File: src/rtl/dup_range_gen.sv
// Signed range stream generator: for i = base; i < limit; i += step, emit i REPEAT times.
// Start/done control on the input side, valid/ready stream on the output side.
module dup_range_gen #(
    parameter int WIDTH  = 32,
    parameter int REPEAT = 2
) (
    input  logic                    _clock,
    input  logic                    _reset,
    input  logic                    _start,
    input  logic                    _ready,
    input  logic signed [WIDTH-1:0] base,
    input  logic signed [WIDTH-1:0] limit,
    input  logic signed [WIDTH-1:0] step,
    output logic                    _done,
    output logic                    _valid,
    output logic signed [WIDTH-1:0] _out0
);

    // state | meaning
    // IDLE  | out of reset, waiting for _start
    // EMIT  | streaming beats of element i, rep counts beats already sent
    // DONE  | sequence finished, _done held until next accepted _start
    typedef enum logic [1:0] {IDLE, EMIT, DONE} state_t;

    localparam logic [3:0] REP_LAST = 4'(REPEAT - 1);

    state_t                  state;
    logic signed [WIDTH-1:0] i_reg;
    logic signed [WIDTH-1:0] limit_reg;
    logic signed [WIDTH-1:0] step_reg;
    logic        [3:0]       rep;

    // One extra bit so i+step can never wrap into a value below limit.
    logic signed [WIDTH:0] next_sum;
    logic signed [WIDTH:0] limit_ext;
    logic                  start_empty;

    assign next_sum    = $signed({i_reg[WIDTH-1], i_reg}) + $signed({step_reg[WIDTH-1], step_reg});
    assign limit_ext   = $signed({limit_reg[WIDTH-1], limit_reg});
    assign start_empty = step[WIDTH-1] || (step == '0) || (base >= limit);

    always_ff @(posedge _clock or negedge _reset) begin
        if (!_reset) begin
            state     <= IDLE;
            i_reg     <= '0;
            limit_reg <= '0;
            step_reg  <= '0;
            rep       <= '0;
            _valid    <= 1'b0;
            _done     <= 1'b0;
            _out0     <= '0;
        end else begin
            case (state)
                IDLE, DONE: begin
                    if (_start) begin
                        limit_reg <= limit;
                        step_reg  <= step;
                        i_reg     <= base;
                        rep       <= '0;
                        if (start_empty) begin
                            state  <= DONE;
                            _valid <= 1'b0;
                            _done  <= 1'b1;
                        end else begin
                            state  <= EMIT;
                            _valid <= 1'b1;
                            _done  <= 1'b0;
                            _out0  <= base;
                        end
                    end
                end
                EMIT: begin
                    if (_ready) begin
                        if (rep == REP_LAST) begin
                            rep <= '0;
                            if (next_sum < limit_ext) begin
                                i_reg <= next_sum[WIDTH-1:0];
                                _out0 <= next_sum[WIDTH-1:0];
                            end else begin
                                state  <= DONE;
                                _valid <= 1'b0;
                                _done  <= 1'b1;
                            end
                        end else begin
                            rep <= rep + 4'd1;
                        end
                    end
                end
                default: state <= IDLE;
            endcase
        end
    end

endmodule

File: config.mk
export PLATFORM = sky130hd
export DESIGN_NAME = dup_range_gen
export DESIGN_NICKNAME = d
export VERILOG_FILES = /design/src/rtl/dup_range_gen.sv
export SDC_FILE = /design/constraint.sdc
export NUM_CORES = 1
export LEC_CHECK = 0
export ABC_AREA = 1
export CAP_MARGIN = 20
export CELL_PAD_IN_SITES_DETAIL_PLACEMENT = 0
export CELL_PAD_IN_SITES_GLOBAL_PLACEMENT = 2
export CORE_MARGIN = 5
export CORE_UTILIZATION = 31
export CTS_CLUSTER_DIAMETER = 30
export CTS_CLUSTER_SIZE = 30
export DETAILED_ROUTE_END_ITERATION = 7
export HOLD_SLACK_MARGIN = 0.02
export PLACE_DENSITY_LB_ADDON = 0.1
export SETUP_SLACK_MARGIN = 0.15
export SYNTH_ARGS = -nofsm -noshare
export SYNTH_HDL_FRONTEND = slang
export SYNTH_SLANG_ARGS = --single-unit
File: constraint.sdc
create_clock -name _clock -period 4.3 [get_ports _clock]
set_input_delay 0.86 -clock _clock [delete_from_list [all_inputs] [get_ports _clock]]
set_output_delay 0.86 -clock _clock [all_outputs]
set_load 0.1 [all_outputs]
==> summary.md, run 1 <==
| Metric | Value |
|---|---|
| Status | finished clean |
| Cell Rows | 65 |
| RR Endpoint | _out0[1]$_DFFE_PN0P_ |
| Antenna viol nets, final | 0 |
| Syn Area/Cell | between 6 and 7 um2 |
| Global-route usage over all layers | 19.0% |
| Crit start category | flip-flop |
| Peak VDD IR | about 0.38 mV |
| Path depth of the worst reg2reg path | 24 |
| Clk pin slew, worst setup/hold paths | ~60 ps |
| Largest net degree at the start of global routing | between 90 and 100 |
| Final Hold Viols | 0 |
| Final WL | approximately 34,000 um |
| Final GP Congestion | between 0.8 and 0.9 |
| Hold Crit Start | _out0[18]$_DFFE_PN0P_ |
| Initial antenna violation count | 0 |
| Die Span Y | between 150 and 200 um |
| Tmin final | 3830 ps |
| Area leader, netlist | dfrtp_1 |
| DRT Pass-1 Iters | 5 |
| Area contributors post-synth | dfrtp_1, nand2_1, ha_1 |
| Synth Warn # | 0 |
| Vias in the first global route | approximately 9k |
| Final setup vio count | 0 |
| Setup crit end kind | flip-flop |
| Post-CTS Hold Fix Bufs | 0 |
| I/O Pins | roughly 130 |
| Max Cap Violations | 0 |
| Min-Delay Path Class | flip-flop to flip-flop |
| Worst slew pin tran | a little under 1000 ps |
| Final period utilization | approximately 89% |
| Area Growth Syn to Fin | 24.5% |
| Hold Path Depth | 2 |
| Drc violations | 0 |
| Max Transition Viols Final | 0 |
| Share of the synthesized area in the top cell type | 34.1% |
| Achievable frequency | approximately 0.26 GHz |
| Post-synthesis cell count | around 1.5k |
| Vias | 9,281 |
| Die X | between 150 and 200 um |
| Sequential fraction of the synthesis area | between 30% and 40% |
| Die Area | roughly 0.036 mm2 |
| Number of flops mapped to enable cells by yosys | 0 |
| CP Max Fanout | 8 |
| # nets final | ~1.8k |
| Layout cells sized above 1 | 4.63% |
| Post-synthesis cell area | 0.00997 mm2 |
| Number of distinct library cells after synthesis | 35 |
| Skew final | 12.6 ps |
| Clock Sink Count | ~140 |
| Top-count cell post-synth | nand2_1 |
| Port-buffer cells | 133 |
| Vias per inst | roughly 4.6 |
| Slew headroom | between 30% and 40% |
| Worst R2R Start | i_reg[0]$_DFFE_PN0P_ |
| Post-DP HPWL | roughly 27,000 um |
| WP data required | 4620 ps |
| Seq cells post-synth | 136 |
| Asr flop ratio synth | between 90% and 100% |
| Clock Tree Buf Depth | 2 |
| Core area | 0.0316 mm2 |
| Initial core utilization | approximately a third |
| R2r setup slk | between 400 and 500 ps |
| Hold EP | _out0[18]$_DFFE_PN0P_ |
| PD cells | 917 mW/mm2 |
| CTS buffer count | 17 |
| Clk root buf | clkbuf_16 |
| Main synth FF type | dfrtp_1 |
| WP data arrival | around 4200 ps |
| Wirelength per Cell | 17.0 um |
| Clk Latency, worst-skew pair | approximately 440 ps |
| RSZ-0062 raised after global routing | no |
| Most common library cells after synthesis | nand2_1, inv_1, dfrtp_1 |
| Antenna diodes | 0 |
| CTS tree | built |
| Initial drt markers | ~570 |
| Remaining Overflow, GRT | 0 |
| Leakage power | between 6 and 7 nW |
| Setup TNS | 0 ps |
| Syn Nets | between 1.5k and 2k |
| Critical path type | flip-flop to flip-flop |
| H-tree Lvls | 4 |
| Core Util, Final | ~39% |
| First-pass GRT wire length | around 53,000 um |
-- cells in the final DEF, fill, tap and decap left out, drive strengths merged --
| cell type | netlist | routed |
|---|---|---|
| bufinv | 0 | 2 |
| o21bai | 1 | 1 |
| clkbuf | 18 | 23 |
| clkinv | 0 | 6 |
| o21ai | 77 | 77 |
| fa | 1 | 1 |
| mux2 | 1 | 1 |
| nand4 | 52 | 52 |
| nor2 | 67 | 67 |
| and2 | 18 | 18 |
| a21oi | 49 | 49 |
| nor3 | 10 | 10 |
| nand2 | 593 | 593 |
| a21o | 5 | 5 |
| clkinvlp | 0 | 1 |
| nand3 | 49 | 51 |
| or2 | 1 | 1 |
| dfrtp | 136 | 136 |
| ha | 98 | 98 |
| clkdlybuf4s50 | 0 | 132 |
| o22ai | 2 | 2 |
| o211ai | 1 | 1 |
| xor2 | 15 | 15 |
| buf | 22 | 13 |
| inv | 228 | 227 |
| o21a | 3 | 3 |
| nor4 | 3 | 3 |
| nand3b | 11 | 11 |
-- cells by family (layout without fill, tap and decap cells) --
group | Yosys count | in the layout | synth area share (%)
AND/OR/NAND/NOR | 804 | 806 | 33.9
buffers and inverters | 268 | 404 | 10.8
AO/OA/AOI/OAI | 138 | 138 | 7.24
flip-flops | 136 | 136 | 34.1
adder cells (fa/ha/maj) | 99 | 99 | 12.5
XOR/XNOR | 15 | 15 | 1.32
multiplexers | 1 | 1 | 0.113
-- power breakdown --
| part | internal, W | total [W] | switching [W] |
|---|---|---|---|
| Sequential | 0.00185 | 0.00226 | 0.000412 |
| Combinational | 0.00239 | 0.00767 | 0.00528 |
| Clock | 0.000892 | 0.00146 | 0.000567 |
| Total | 0.00513 | 0.0114 | 0.00626 |
-- worst max-delay path: stages, from the launching register on --
cell      delay, ps
dfrtp_1         380
ha_1            230
fa_2            370
nand3_1         100
nand3_2         110
nand2_1          70
nand2_1         110
nand3_2         130
nand3_1         100
inv_1            60
o211ai_1         90
xor2_1          200
ha_1            330
nand2_1          80
nor2_2          130
nand4_1         120
nor2_1          140
nand3_1         110
nand3_1         110
nand2_2          70
nand3_4         150
buf_4           150
nand3_4         180
nand2_1         140
nand2_1          50
-- worst max-delay path by stage --
stage	startpoint	endpoint	slack (ps)
floorplan	i_reg[0]$_DFFE_PN0P_	i_reg[10]$_DFFE_PN0P_	860
global placement	i_reg[0]$_DFFE_PN0P_	_out0[28]$_DFFE_PN0P_	340
detailed placement	i_reg[0]$_DFFE_PN0P_	_out0[1]$_DFFE_PN0P_	240
CTS	i_reg[0]$_DFFE_PN0P_	_out0[1]$_DFFE_PN0P_	230
global route	i_reg[2]$_DFFE_PN0P_	_out0[31]$_DFFE_PN0P_	160
finish	i_reg[0]$_DFFE_PN0P_	_out0[1]$_DFFE_PN0P_	470
-- final cells by class --
cell class,count,area [um2]
clock buffer,23,478
clock inverter,8,96.3
fill,3419,19200
inverter,228,868
multi-input combinational,1059,5620
sequential,136,3400
tap,402,503
timing repair buffer,145,1450
-- through the flow --
step / total power [W] / worst slack (ps) / instance area [um2] / hold WS, ps / instances
2_1_floorplan: 0.00752 / 861 / 9970 / 453 / 1461
4_1_cts: 0.0113 / 227 / 12300 / 476 / 1997
3_3_place_gp: 0.00971 / 336 / 11700 / 458 / 1966
5_1_grt: 0.0124 / 155 / 12400 / 498 / 2001
6_report: 0.0114 / 469 / 12400 / 473 / 2001
3_5_place_dp: 0.00972 / 238 / 11700 / 463 / 1966
-- metal layers --
metal | vias to the layer above | share of wire [%] | routed length (um) | global-route usage, %
met5 | - | 0 | 0 | 0
met4 | 0 | 0.85 | 290 | 3.67
met3 | 17 | 4.1 | 1410 | 3.54
met2 | 191 | 42 | 14400 | 28.1
met1 | 4239 | 53 | 18000 | 29.2
li1 | 4834 | - | - | -
-- repair_timing --
item / in CTS / in global routing
setup endpoints to repair: 0 / 67
gates resized for setup: 0 / 26
setup buffers: 0 / 2
Power figures use the tool's default switching activity.
==> inputs of run 2 (changes only) <==
--- a/config.mk
+++ b/config.mk
@@ -12,7 +12,6 @@
 export CORE_MARGIN = 5
 export CORE_UTILIZATION = 31
 export CTS_CLUSTER_DIAMETER = 30
-export CTS_CLUSTER_SIZE = 30
 export DETAILED_ROUTE_END_ITERATION = 7
 export HOLD_SLACK_MARGIN = 0.02
 export PLACE_DENSITY_LB_ADDON = 0.1
==> constraint.sdc (replaced) <==
create_clock -name _clock -period 4 [get_ports _clock]
set_input_delay 0.8 -clock _clock [delete_from_list [all_inputs] [get_ports _clock]]
set_output_delay 0.8 -clock _clock [all_outputs]
set_load 0.1 [all_outputs]
==> run 2 against run 1 <==
Global-route usage grew 0.69 points. Register-to-register slack worse by 220 ps. Wire length rose by 5.9%. Count of clock-buffer cells in the layout is 6 lower. Critical path depth down 4. Non-clock buffer count grew 27. Via count is 1.9% higher. Sequential cell count unchanged. Hold slack got worse by 110 ps. Final area grew 7.9%. Largest cell class unchanged.
==> summary.md, run 2 (synthesized netlist as in run 1, its figures left out) <==
| Metric | Value |
|---|---|
| Min-Delay Path Class | primary input to asynchronous set/reset pin |
| Post-Place Worst Slack | -58.3 ps (-297 ps) |
| Die Area | 0.0358 mm2 (unchanged) |
| I/O Pins | 134 (unchanged) |
| Post-DP Area | 0.0118 mm2 (+0.92%) |
| Drc violations | 0 (unchanged) |
| DRT Pass-1 Iters | 5 (unchanged) |
| CTS buffer count | 17 (unchanged) |
| CTS tree | built |
| Final WL | 36,100 um (+5.9%) |
| Commonest cells after routing, fill and taps aside | nand2_1, inv_1, dfrtp_1 |
| Vias in the first global route | 9,438 (+1.8%) |
| Skew final | 13.2 ps (+0.616 ps) |
| Status | finished clean |
| Clk pin slew, worst setup/hold paths | 70 ps (about the same) |
| Core area | 0.0316 mm2 (unchanged) |
| Area Growth Syn to Fin | 34.3% |
| Clock Tree Buf Depth | 2 (unchanged) |
| Final period utilization | 93.7% (+4.6 points) |
| Tmin final | 3750 ps (-83.4 ps) |
| Clock Sink Count | 136 (unchanged) |
| Post-DP HPWL | 27,500 um (-0.10%) |
| Crit path from | i_reg[0]$_DFFE_PN0P_ |
| Final GP Congestion | 0.880 (+6.4%) |
| Commonest non-fill, non-tap cell in the layout | nand2_1 |
| Max Transition Viols Final | 0 (unchanged) |
| Setup TNS | 0 ps (unchanged) |
| Global-route usage over all layers | 19.7% (+0.69 points) |
| Critical path type | flip-flop to flip-flop |
| Remaining Overflow, GRT | 0 (unchanged) |
| First-pass GRT wire length | 54,600 um (+3.2%) |
| Die Span Y | 189 um (unchanged) |
| H-tree Lvls | 4 (unchanged) |
| Worst R2R Start | i_reg[0]$_DFFE_PN0P_ |
| Antenna diodes | 0 (unchanged) |
| CP Max Fanout | 8 (unchanged) |
| Largest net degree at the start of global routing | 77 (-20%) |
| Slew headroom | 34.4% (-0.30 points) |
| Vias per inst | 4.66 (+0.50%) |
| Antenna viol nets, final | 0 (unchanged) |
| WP data arrival | 4080 ps (-70 ps) |
| Worst hold slack | 360 ps (-112 ps) |
| Initial antenna violation count | 0 (unchanged) |
| Achievable frequency | 0.267 GHz (+2.2%) |
| Setup crit end kind | flip-flop |
| Initial core utilization | 31.5% (unchanged) |
| Final Hold Viols | 0 (unchanged) |
| Initial drt markers | 556 (-1.6%) |
| # nets final | 1,813 (+1.5%) |
| Layout cells sized above 1 | 14.3% (+9.6 points) |
| Clk Latency, worst-skew pair | 440 ps (about the same) |
| RR Endpoint | i_reg[28]$_DFFE_PN0P_ |
| RSZ-0062 raised after global routing | yes |
| Final setup vio count | 0 (unchanged) |
| Final setup margin | 252 ps (-217 ps) |
| Crit start category | flip-flop |
| Cell Rows | 65 (unchanged) |
| Fin area | 0.0134 mm2 (+7.9%) |
| Clk root buf | clkbuf_16 |
| WP data required | 4330 ps (-290 ps) |
| Vias | 9,458 (+1.9%) |
| Max Cap Violations | 0 (unchanged) |
| Port-buffer cells | 133 (unchanged) |
| Worst slew pin tran | 981 ps (+4.48 ps) |
| Wirelength per Cell | 17.8 um (+4.4%) |
| Path depth of the worst reg2reg path | 20 (-17%) |
| Die X | 189 um (unchanged) |
| R2r setup slk | 250 ps (-220 ps) |
==> run 2: routing by layer <==
| layer | up-vias | track usage [%] | part of all wire, % |
|---|---|---|---|
| li1 | 4891 | - | - |
| met1 | 4377 | 31.1 | 53 |
| met2 | 177 | 28.3 | 42 |
| met3 | 13 | 3.37 | 4.2 |
| met4 | 0 | 3.56 | 0.82 |
| met5 | - | 0 | 0 |
==> run 2: final cells by class <==
cell class                 count  area (um2)
fill                        3352       18200
clock inverter                15         200
multi-input combinational   1057        6220
clock buffer                  17         425
timing repair inverter         2        22.5
sequential                   136        3410
inverter                     228         882
tap                          402         503
timing repair buffer         172        1730
==> run 2: how the worst max path moves through the flow <==
| stage | end | slack, ps | cells after the start |
|---|---|---|---|
| after global placement | i_reg[13]$_DFFE_PN0P_ | 10 | 21 |
| after detailed placement | i_reg[13]$_DFFE_PN0P_ | -60 | 24 |
| after CTS | i_reg[13]$_DFFE_PN0P_ | 170 | 23 |
| final | i_reg[28]$_DFFE_PN0P_ | 250 | 20 |
| after global routing | i_reg[0]$_DFFE_PN0P_ | 80 | 23 |
| after floorplan | i_reg[10]$_DFFE_PN0P_ | 560 | 24 |
==> run 2: metrics by stage <==
step | utilization (%) | std cells
finish | 42.3 | 2029
global route | 42.3 | 2029
CTS | 39.4 | 2011
detailed placement | 37.3 | 1977
global placement | 37.3 | 1977
floorplan | - | 1461
==> run 2: timing repair <==
| item | CTS | global route |
|---|---|---|
| buffers inserted | 1 | 14 |
| resized for setup | 7 | 175 |
| pin swaps | 2 | 53 |
| cloned | 1 | 4 |
| endpoints found under the setup margin | 36 | 68 |
| hold buffers | 0 | 0 |
==> run 2: worst max-delay path, stage by stage, from the launching register on <==
cell and delay, ps:
dfrtp_1 400, ha_2 210, fa_2 350, buf_4 150, nand3_1 80, nand3b_1 190
nand2_2 170, nand4_1 130, and2_1 220, ha_1 290, a21oi_1 200, o21ai_0 100
nand2_1 60, nand2_1 50, nor2_2 120, nand4_1 190, nand3_4 170, nand2_8 160
clkbuf_16 250, nand2_1 70, nand2_1 50
Power of run 2 is not shown: default switching activity piles up to over one toggle a cycle in this logic, so the estimate is an artifact.
==> inputs of run 3 (changes only) <==
--- a/config.mk
+++ b/config.mk
@@ -9,13 +9,14 @@
 export CAP_MARGIN = 20
 export CELL_PAD_IN_SITES_DETAIL_PLACEMENT = 0
 export CELL_PAD_IN_SITES_GLOBAL_PLACEMENT = 2
-export CORE_MARGIN = 5
+export CORE_MARGIN = 2
 export CORE_UTILIZATION = 31
 export CTS_CLUSTER_DIAMETER = 30
 export DETAILED_ROUTE_END_ITERATION = 7
 export HOLD_SLACK_MARGIN = 0.02
 export PLACE_DENSITY_LB_ADDON = 0.1
 export SETUP_SLACK_MARGIN = 0.15
+export SKIP_CTS_REPAIR_TIMING = 1
 export SYNTH_ARGS = -nofsm -noshare
 export SYNTH_HDL_FRONTEND = slang
 export SYNTH_SLANG_ARGS = --single-unit
==> constraint.sdc (replaced) <==
create_clock -name _clock -period 4.3 [get_ports _clock]
set_input_delay 0.86 -clock _clock [delete_from_list [all_inputs] [get_ports _clock]]
set_output_delay 0.86 -clock _clock [all_outputs]
set_load 0.1 [all_outputs]
==> run 3 against run 2 <==
Clock skew is 2.5 ps higher. Critical path depth up 4. Via count down 0.78%. Hold slack worse by 49 ps. Worst setup slack gained 190 ps. Non-clock buffer count decreased by 25. Critical endpoint is now _out0[25]$_DFFE_PN0P_.
==> summary.md, run 3 (synthesized netlist as in run 1, its figures left out) <==
| Metric | Value |
|---|---|
| Status | finished clean |
| Global-route usage over all layers | 20.8% (+1.0 points) |
| Area Growth Syn to Fin | 25.5% |
| Worst R2R Start | i_reg[0]$_DFFE_PN0P_ |
| Worst hold slack | 311 ps (-49.4 ps) |
| Critical path, cell by cell | ha_2 > fa_2 > nand3_1 > nand3_2 > nand2_2 > nand2_2 > nand3_2 > nand3_1 > inv_1 > o211ai_1 > xor2_1 > ha_1 > nand2_1 > nor2_2 > nand4_1 > nor2_2 > nand3_2 > nand3_1 > nand2_2 > nand3_4 > buf_4 > nand3_4 > nand2_2 > nand2_1 |
| Drc violations | 0 (unchanged) |
| First-pass GRT wire length | 52,800 um (-3.4%) |
| DRT Pass-1 Iters | 5 (unchanged) |
| Final WL | 34,500 um (-4.4%) |
| Clk Latency, worst-skew pair | 450 ps (about the same) |
| Die Span Y | 183 um (-3.2%) |
| Area occupied by multi-input gates | 0.00566 mm2 (-9.0%) |
| Final period utilization | 89.7% (-4.0 points) |
| Die Area | 0.0336 mm2 (-6.2%) |
| Register Area | 0.00340 mm2 (about the same) |
| Clock Sink Count | 136 (unchanged) |
| WP data arrival | 4190 ps (+110 ps) |
| Die X | 183 um (-3.2%) |
| Skew final | 15.7 ps (+2.49 ps) |
| CP dominant cell by count | nand2_2 |
| Commonest cells after routing, fill and taps aside | nand2_1, inv_1, dfrtp_1 |
| Vias in the first global route | 9,232 (-2.2%) |
| CP Max Fanout | 8 (unchanged) |
| Max Cap Violations | 0 (unchanged) |
| Clock Tree Buf Depth | 2 (unchanged) |
| CTS buffer count | 17 (unchanged) |
| Setup crit end kind | flip-flop |
| Achievable frequency | 0.259 GHz (-2.8%) |
| Vias per inst | 4.68 (+0.46%) |
| Initial core utilization | 31.5% (unchanged) |
| Post-Place Worst Slack | 190 ps (+248 ps) |
| Antenna viol nets, final | 0 (unchanged) |
| Critical path type | flip-flop to flip-flop |
| Worst slew pin tran | 973 ps (-7.96 ps) |
| Final setup margin | 443 ps (+192 ps) |
| Initial drt markers | 540 (-2.9%) |
| Worst path max stage delay | 410 ps (about the same) |
| Final GP Congestion | 0.820 (-6.8%) |
| Remaining Overflow, GRT | 0 (unchanged) |
| Clk pin slew, worst setup/hold paths | 70 ps (about the same) |
| CTS tree | built |
| Wirelength per Cell | 17.2 um (-3.2%) |
| Tmin final | 3860 ps (+108 ps) |
| Cell Rows | 65 (unchanged) |
| Layout cells sized above 1 | 6.55% (-7.7 points) |
| RSZ-0062 raised after global routing | no |
| Commonest non-fill, non-tap cell in the layout | nand2_1 |
| I/O Pins | 134 (unchanged) |
| Clk root buf | clkbuf_16 |
| Port-buffer cells | 133 (unchanged) |
| Final Hold Viols | 0 (unchanged) |
| Vias | 9,384 (-0.78%) |
| WP data required | 4640 ps (+310 ps) |
| Antenna diodes | 0 (unchanged) |
| Largest net degree at the start of global routing | 100 (+30%) |
| Crit start category | flip-flop |
| # nets final | 1,788 (-1.4%) |
| Crit path from | i_reg[0]$_DFFE_PN0P_ |
| Initial antenna violation count | 0 (unchanged) |
| Core area | 0.0316 mm2 (unchanged) |
| Setup TNS | 0 ps (unchanged) |
| H-tree Lvls | 4 (unchanged) |
| Filler instances | 3,401 (+1.5%) |
| Slew headroom | 34.9% (+0.53 points) |
| Min-Delay Path Class | primary input to asynchronous set/reset pin |
| Final setup vio count | 0 (unchanged) |
| Crit-path slowest cell | fa_2 |
| Max Transition Viols Final | 0 (unchanged) |
| Post-DP HPWL | 26,800 um (-2.5%) |
## run 3: layout make-up
cell class	count	share of cell area, %
clock inverter	15	1.22
timing repair buffer	147	11.9
inverter	228	7.05
multi-input combinational	1059	45.3
tap	402	4.02
sequential	136	27.2
clock buffer	17	3.40
## run 3: layer usage
metal,vias to the layer above,track usage (%),routed length (um)
met1,4343,31.9,18300
met5,-,0,0
li1,4844,-,-
met3,14,3.10,1300
met2,183,30.6,14600
met4,0,4.13,299
## run 3: metrics by stage
stage	util (%)	cells	cell area (um2)
final	39.5	2004	12500
after CTS	38.7	1996	12200
after global placement	36.9	1964	11700
after floorplan	-	1461	9970
after global routing	39.5	2004	12500
after detailed placement	36.9	1964	11700
## run 3: worst paths after layout
path                                            end  slack, ps  depth (start not counted)
min in group _clock            _out0[3]$_DFFE_PN0P_        480                          2
max in group asynchronous  limit_reg[2]$_DFFE_PN0P_       3080                          2
hold / removal              step_reg[7]$_DFFE_PN0P_        310                          1
setup reg to reg              _out0[25]$_DFFE_PN0P_        440                         24
hold reg to reg                _out0[3]$_DFFE_PN0P_        480                          2
setup / recovery              _out0[25]$_DFFE_PN0P_        440                         24
## run 3: critical path: cells and delay by family (launching register included)
kind | cells | cell delay, ps
and+or+nand+nor | 17 | 1920
xor gates and xnor gates | 1 | 180
DFF | 1 | 390
AOI/OAI and AO/OA | 1 | 90
adders and majority gates | 3 | 940
buffers and inverters | 2 | 210
Power of run 3 is left out for the same reason.
==> RTL edit 1 (settings of run 1) <==
The parameter `WIDTH` goes from 32 to 36.
--- a/src/rtl/dup_range_gen.sv
+++ b/src/rtl/dup_range_gen.sv
@@ -1,7 +1,7 @@
 // Signed range stream generator: for i = base; i < limit; i += step, emit i REPEAT times.
 // Start/done control on the input side, valid/ready stream on the output side.
 module dup_range_gen #(
-    parameter int WIDTH  = 32,
+    parameter int WIDTH  = 36,
     parameter int REPEAT = 2
 ) (
     input  logic                    _clock,
Ports: changed (resized _out0, base, limit and step); port bits go from 134 to 150. No check against the original RTL was run, so the function may have changed too.
==> RTL edit 1 against run 1 <==
Wire length rose by 12%; total power rose by 7.2%; critical path depth rose by 3; clock power rose by 8%; count of clock-buffer cells in the layout fell by 4; sequential cell count rose by 16; sequential power rose by 5%; sequential share of layout area fell by 0.19 points; die area rose by 9.8%; setup slack got worse by 0.10 ns; area after synthesis rose by 10%; design area rose by 13%; largest cell class unchanged; largest power group unchanged.
==> RTL edit 1: results (changes against run 1) <==
Clock tree
  – Setup bufs post-CTS: 1 (was 0)
  – # resized after CTS: 13 (was 0)

Route
  – Via density per instance: 4.59 (was 4.64)
  – DRT iter0 DRCs: 400 (was 565)
  – Wire per inst: 17.2 um (was 17.0 um)
  – Routed wire length: 38000 um (was 34100 um)

Power and ir drop
  – LEAKAGE: 7.34 nW (was 6.72 nW)
  – Worst ir drop on vdd: 0.380 mV (was 0.383 mV)

Worst hold path
  – Min-delay worst type: input pin to async pin (was flop to flop)

Place
  – Cells after DPL: 2175 (was 1966)
  – Final HPWL DP: 29500 um (was 27500 um)
  – PortBufs: 149 (was 133)
  – Setup WS pre-CTS: -0.149 ns (was 0.238 ns)

Global routing
  – Number of global-route vias before repair: 10566 (was 9274)
  – First-pass GRT wire length: 59000 um (was 52900 um)
  – Largest net degree at the start of global routing: 83 (was 96)

Synthesis
  – Cells after synthesis: 1583 (was 1461)
  – Yosys cell types: 38 (was 35)
  – Seq/Total Area, Yosys: 34.6% (was 34.1%)
  – Synth cell count leaders: nand2_1, inv_1, dfrtp_1 (unchanged)

Critical path
  – CP max stage delay: 0.42 ns (was 0.38 ns)
  – Worst-path fanout max: 9 (was 8)

Outcome
  – Status: finished, final reports clean (unchanged)

STA
  – Slew @ Worst Pin: 1.00 ns (was 0.977 ns)

Layout
  – NumNets Final: 1965 (was 1786)
==> RTL edit 1: path summary, 6_finish.rpt <==
check                                end  slack (ns)  cells past startpoint
max                             _out0[8]        0.36                     27
min                            _out0[15]        0.44                      1
max reg2reg                     _out0[8]        0.36                     27
min reg2reg                    _out0[16]        0.47                      2
max in group asynchronous  limit_reg[35]        2.93                      2
min in group _clock            _out0[16]        0.47                      2
==> RTL edit 1: worst reg2reg max path, delay by kind of cell, from the launching register on <==
family / cells / cell delay [ns]
xor gates and xnor gates: 1 / 0.15
adders and majority gates: 3 / 0.92
buffers and inverters: 1 / 0.16
DFF: 1 / 0.42
and+or+nand+nor: 22 / 2.21
==> RTL edit 1: kinds of logic after synthesis <==
group                    after synthesis  share of synthesized area, %
buffers and inverters                245                          8.94
AO/OA/AOI/OAI                        160                          7.75
adder cells (fa/ha/maj)              111                          12.7
XOR/XNOR                              16                          1.27
flip-flops                           152                          34.6
AND/OR/NAND/NOR                      886                          33.4
multiplexers                          13                          1.33
==> RTL edit 1: cell type report <==
cell class | count | area [um^2]
multi-input combinational | 1188 | 6440
timing repair buffer | 175 | 1760
tap | 461 | 577
clock inverter | 12 | 150
sequential | 152 | 3800
clock buffer | 19 | 433
fill | 3865 | 21300
inverter | 207 | 790
timing repair inverter | 1 | 8.76
==> RTL edit 1: where the power goes <==
group / leakage (nW) / total [W] / switching [W] / internal [W]
clock network: 0.279 / 0.00157 / 0.000661 / 0.000908
logic: 5.19 / 0.00826 / 0.00556 / 0.00270
registers: 1.87 / 0.00238 / 0.000368 / 0.00201
total: 7.34 / 0.0122 / 0.00659 / 0.00562
==> RTL edit 1: per-layer routing <==
metal  up-vias  track usage, %  wire length (um)
met2       117            31.7             17400
met1      4701            27.6             19200
li1       5330               -                 -
met3        20            2.91               948
met5         -               0                 0
met4         0            4.49               502
==> RTL edit 2 (flow settings as in run 1) <==
Without the edit above. Encoding of `state_t`: now one-hot (3 bits for 3 states).
--- a/src/rtl/dup_range_gen.sv
+++ b/src/rtl/dup_range_gen.sv
@@ -20,7 +20,7 @@
     // IDLE  | out of reset, waiting for _start
     // EMIT  | streaming beats of element i, rep counts beats already sent
     // DONE  | sequence finished, _done held until next accepted _start
-    typedef enum logic [1:0] {IDLE, EMIT, DONE} state_t;
+    typedef enum logic [2:0] {IDLE = 3'b001, EMIT = 3'b010, DONE = 3'b100} state_t;
 
     localparam logic [3:0] REP_LAST = 4'(REPEAT - 1);
 
Function: no difference found for any inputs over 4 cycles, from zero or initial values and one cycle with _reset low; so few cycles prove little.
==> RTL edit 2 against run 1 <==
Setup slack worse by 0.061 ns; utilization is 0.065 points lower; wire length shrank 2.9%; non-clock buffer count is 2 lower; first-iteration DRC count shrank 16%; area after synthesis decreased by 0.50%; highest routed layer unchanged; sequential cell count is 1 higher; clock skew grew 0.0041 ns; design area down 0.42%; worst hold slack got worse by 0.091 ns.
Power is left out: the tool's default activity adds up to more than one toggle a clock period on the data nets, which glitch-free logic cannot reach.
==> RTL edit 2: results (changes against run 1) <==
Global routing
  – Number of global-route vias before repair: 9067 (was 9274)
  – Met3 usage: 3.15% (was 3.54%)
  – Largest net degree at the start of global routing: 83 (was 96)
  – Met1 usage: 29.8% (was 29.2%)
  – Gr usage total: 18.6% (was 19.0%)
  – GR Util met2: 26.1% (was 28.1%)
  – First-pass GRT wire length: 51600 um (was 52900 um)

Critical path
  – Crit path to: i_reg[11] (was _out0[1])
  – Crit path DAT: 4.22 ns (was 4.15 ns)
  – Worst-path fanout max: 20 (was 8)
  – CP max stage delay: 0.43 ns (was 0.38 ns)
  – Flop-to-flop setup slack: 0.41 ns (was 0.47 ns)
  – Reg-to-reg startpoint: i_reg[15] (was i_reg[0])
  – CP max stage cell: dfrtp_1 (unchanged)
  – Delay-heaviest family, CP: compound AO/OA/AOI/OAI gates (was simple AND/OR/NAND/NOR gates)
  – Worst reg2reg path depth: 21 (was 24)

Synthesis
  – Mux share of post-synthesis cell area: 0.214% (was 0.113%)
  – Post-Synth Adder-Cell Area: 12.6% (was 12.5%)
  – Yosys cell types: 43 (was 35)
  – Seq/Total Area, Yosys: 34.6% (was 34.1%)
  – Synth cell count leaders: nand2_1, inv_1, dfrtp_1 (unchanged)
  – Compound-gate portion of the synthesized area: 8.84% (was 7.24%)
  – Cells after synthesis: 1404 (was 1461)
  – Post-synthesis net count: 1603 (was 1660)
  – Synth area leaders: dfrtp_1, nand2_1, ha_1, inv_1, o21ai_0 (unchanged)
  – Xor/xnor share of the synthesized area: 1.24% (was 1.32%)

Route
  – DRT iter0 DRCs: 475 (was 565)
  – Max layer used: met4 (unchanged)
  – Via density per instance: 4.62 (was 4.64)
  – Met2 wire len: 13500 um (was 14400 um)
  – Routed met1 length: 18400 um (was 18000 um)
  – Metal3 WL: 1020 um (was 1410 um)
  – Wire per inst: 17.0 um (about the same)

STA
  – Max-Slew Margin vs Limit: 32.0% (was 34.7%)
  – Hold slack: 0.382 ns (was 0.473 ns)
  – Clk_skew: 0.0167 ns (was 0.0126 ns)
  – Tcrit/Tclk final: 90.5% (was 89.1%)

Place
  – Gpl congestion: 0.887 (was 0.827)
  – Dpl cell area: 11600 um^2 (was 11700 um^2)
  – Setup WS pre-CTS: 0.231 ns (was 0.238 ns)
  – Final HPWL DP: 26300 um (was 27500 um)

Worst hold path
  – Min-delay worst type: input pin to async pin (was flop to flop)

Layout
  – # diodes: 0 (unchanged)
  – Fin cells: 1946 (was 2001)
  – Layout cell share with drive strength beyond 1: 6.22% (was 4.63%)
  – NumNets Final: 1730 (was 1786)

Outcome
  – Status: finished, final reports clean (unchanged)
==> RTL edit 2: changes by cell type after synthesis, sizes merged, moves of 5 or more <==
| cell | delta |
|---|---|
| nand4 | -32 |
| nand3 | +41 |
| inv | -38 |
| a21oi | +15 |
| nand2 | -57 |
| o21ai | +17 |
| nor3 | +5 |
| nand3b | -6 |
==> RTL edit 2: cells by family after synthesis <==
kind of cell,after synthesis
mux,2
simple gates,754
xor+xnor,14
compound gates,170
fa+ha+maj,99
buf+inv,228
flops,137
==> RTL edit 2: repair_timing <==
item | 4_1_cts | 5_1_grt
gates resized for setup | 0 | 19
endpoints found under the setup margin | 0 | 64
setup buffers | 0 | 1
==> RTL edit 2: area by class of cell <==
class	instances	area (um^2)
fill	3401	19200
multi-input combinational	1040	5600
sequential	137	3430
timing repair buffer	143	1480
inverter	192	728
tap	402	503
clock buffer	25	485
clock inverter	7	139
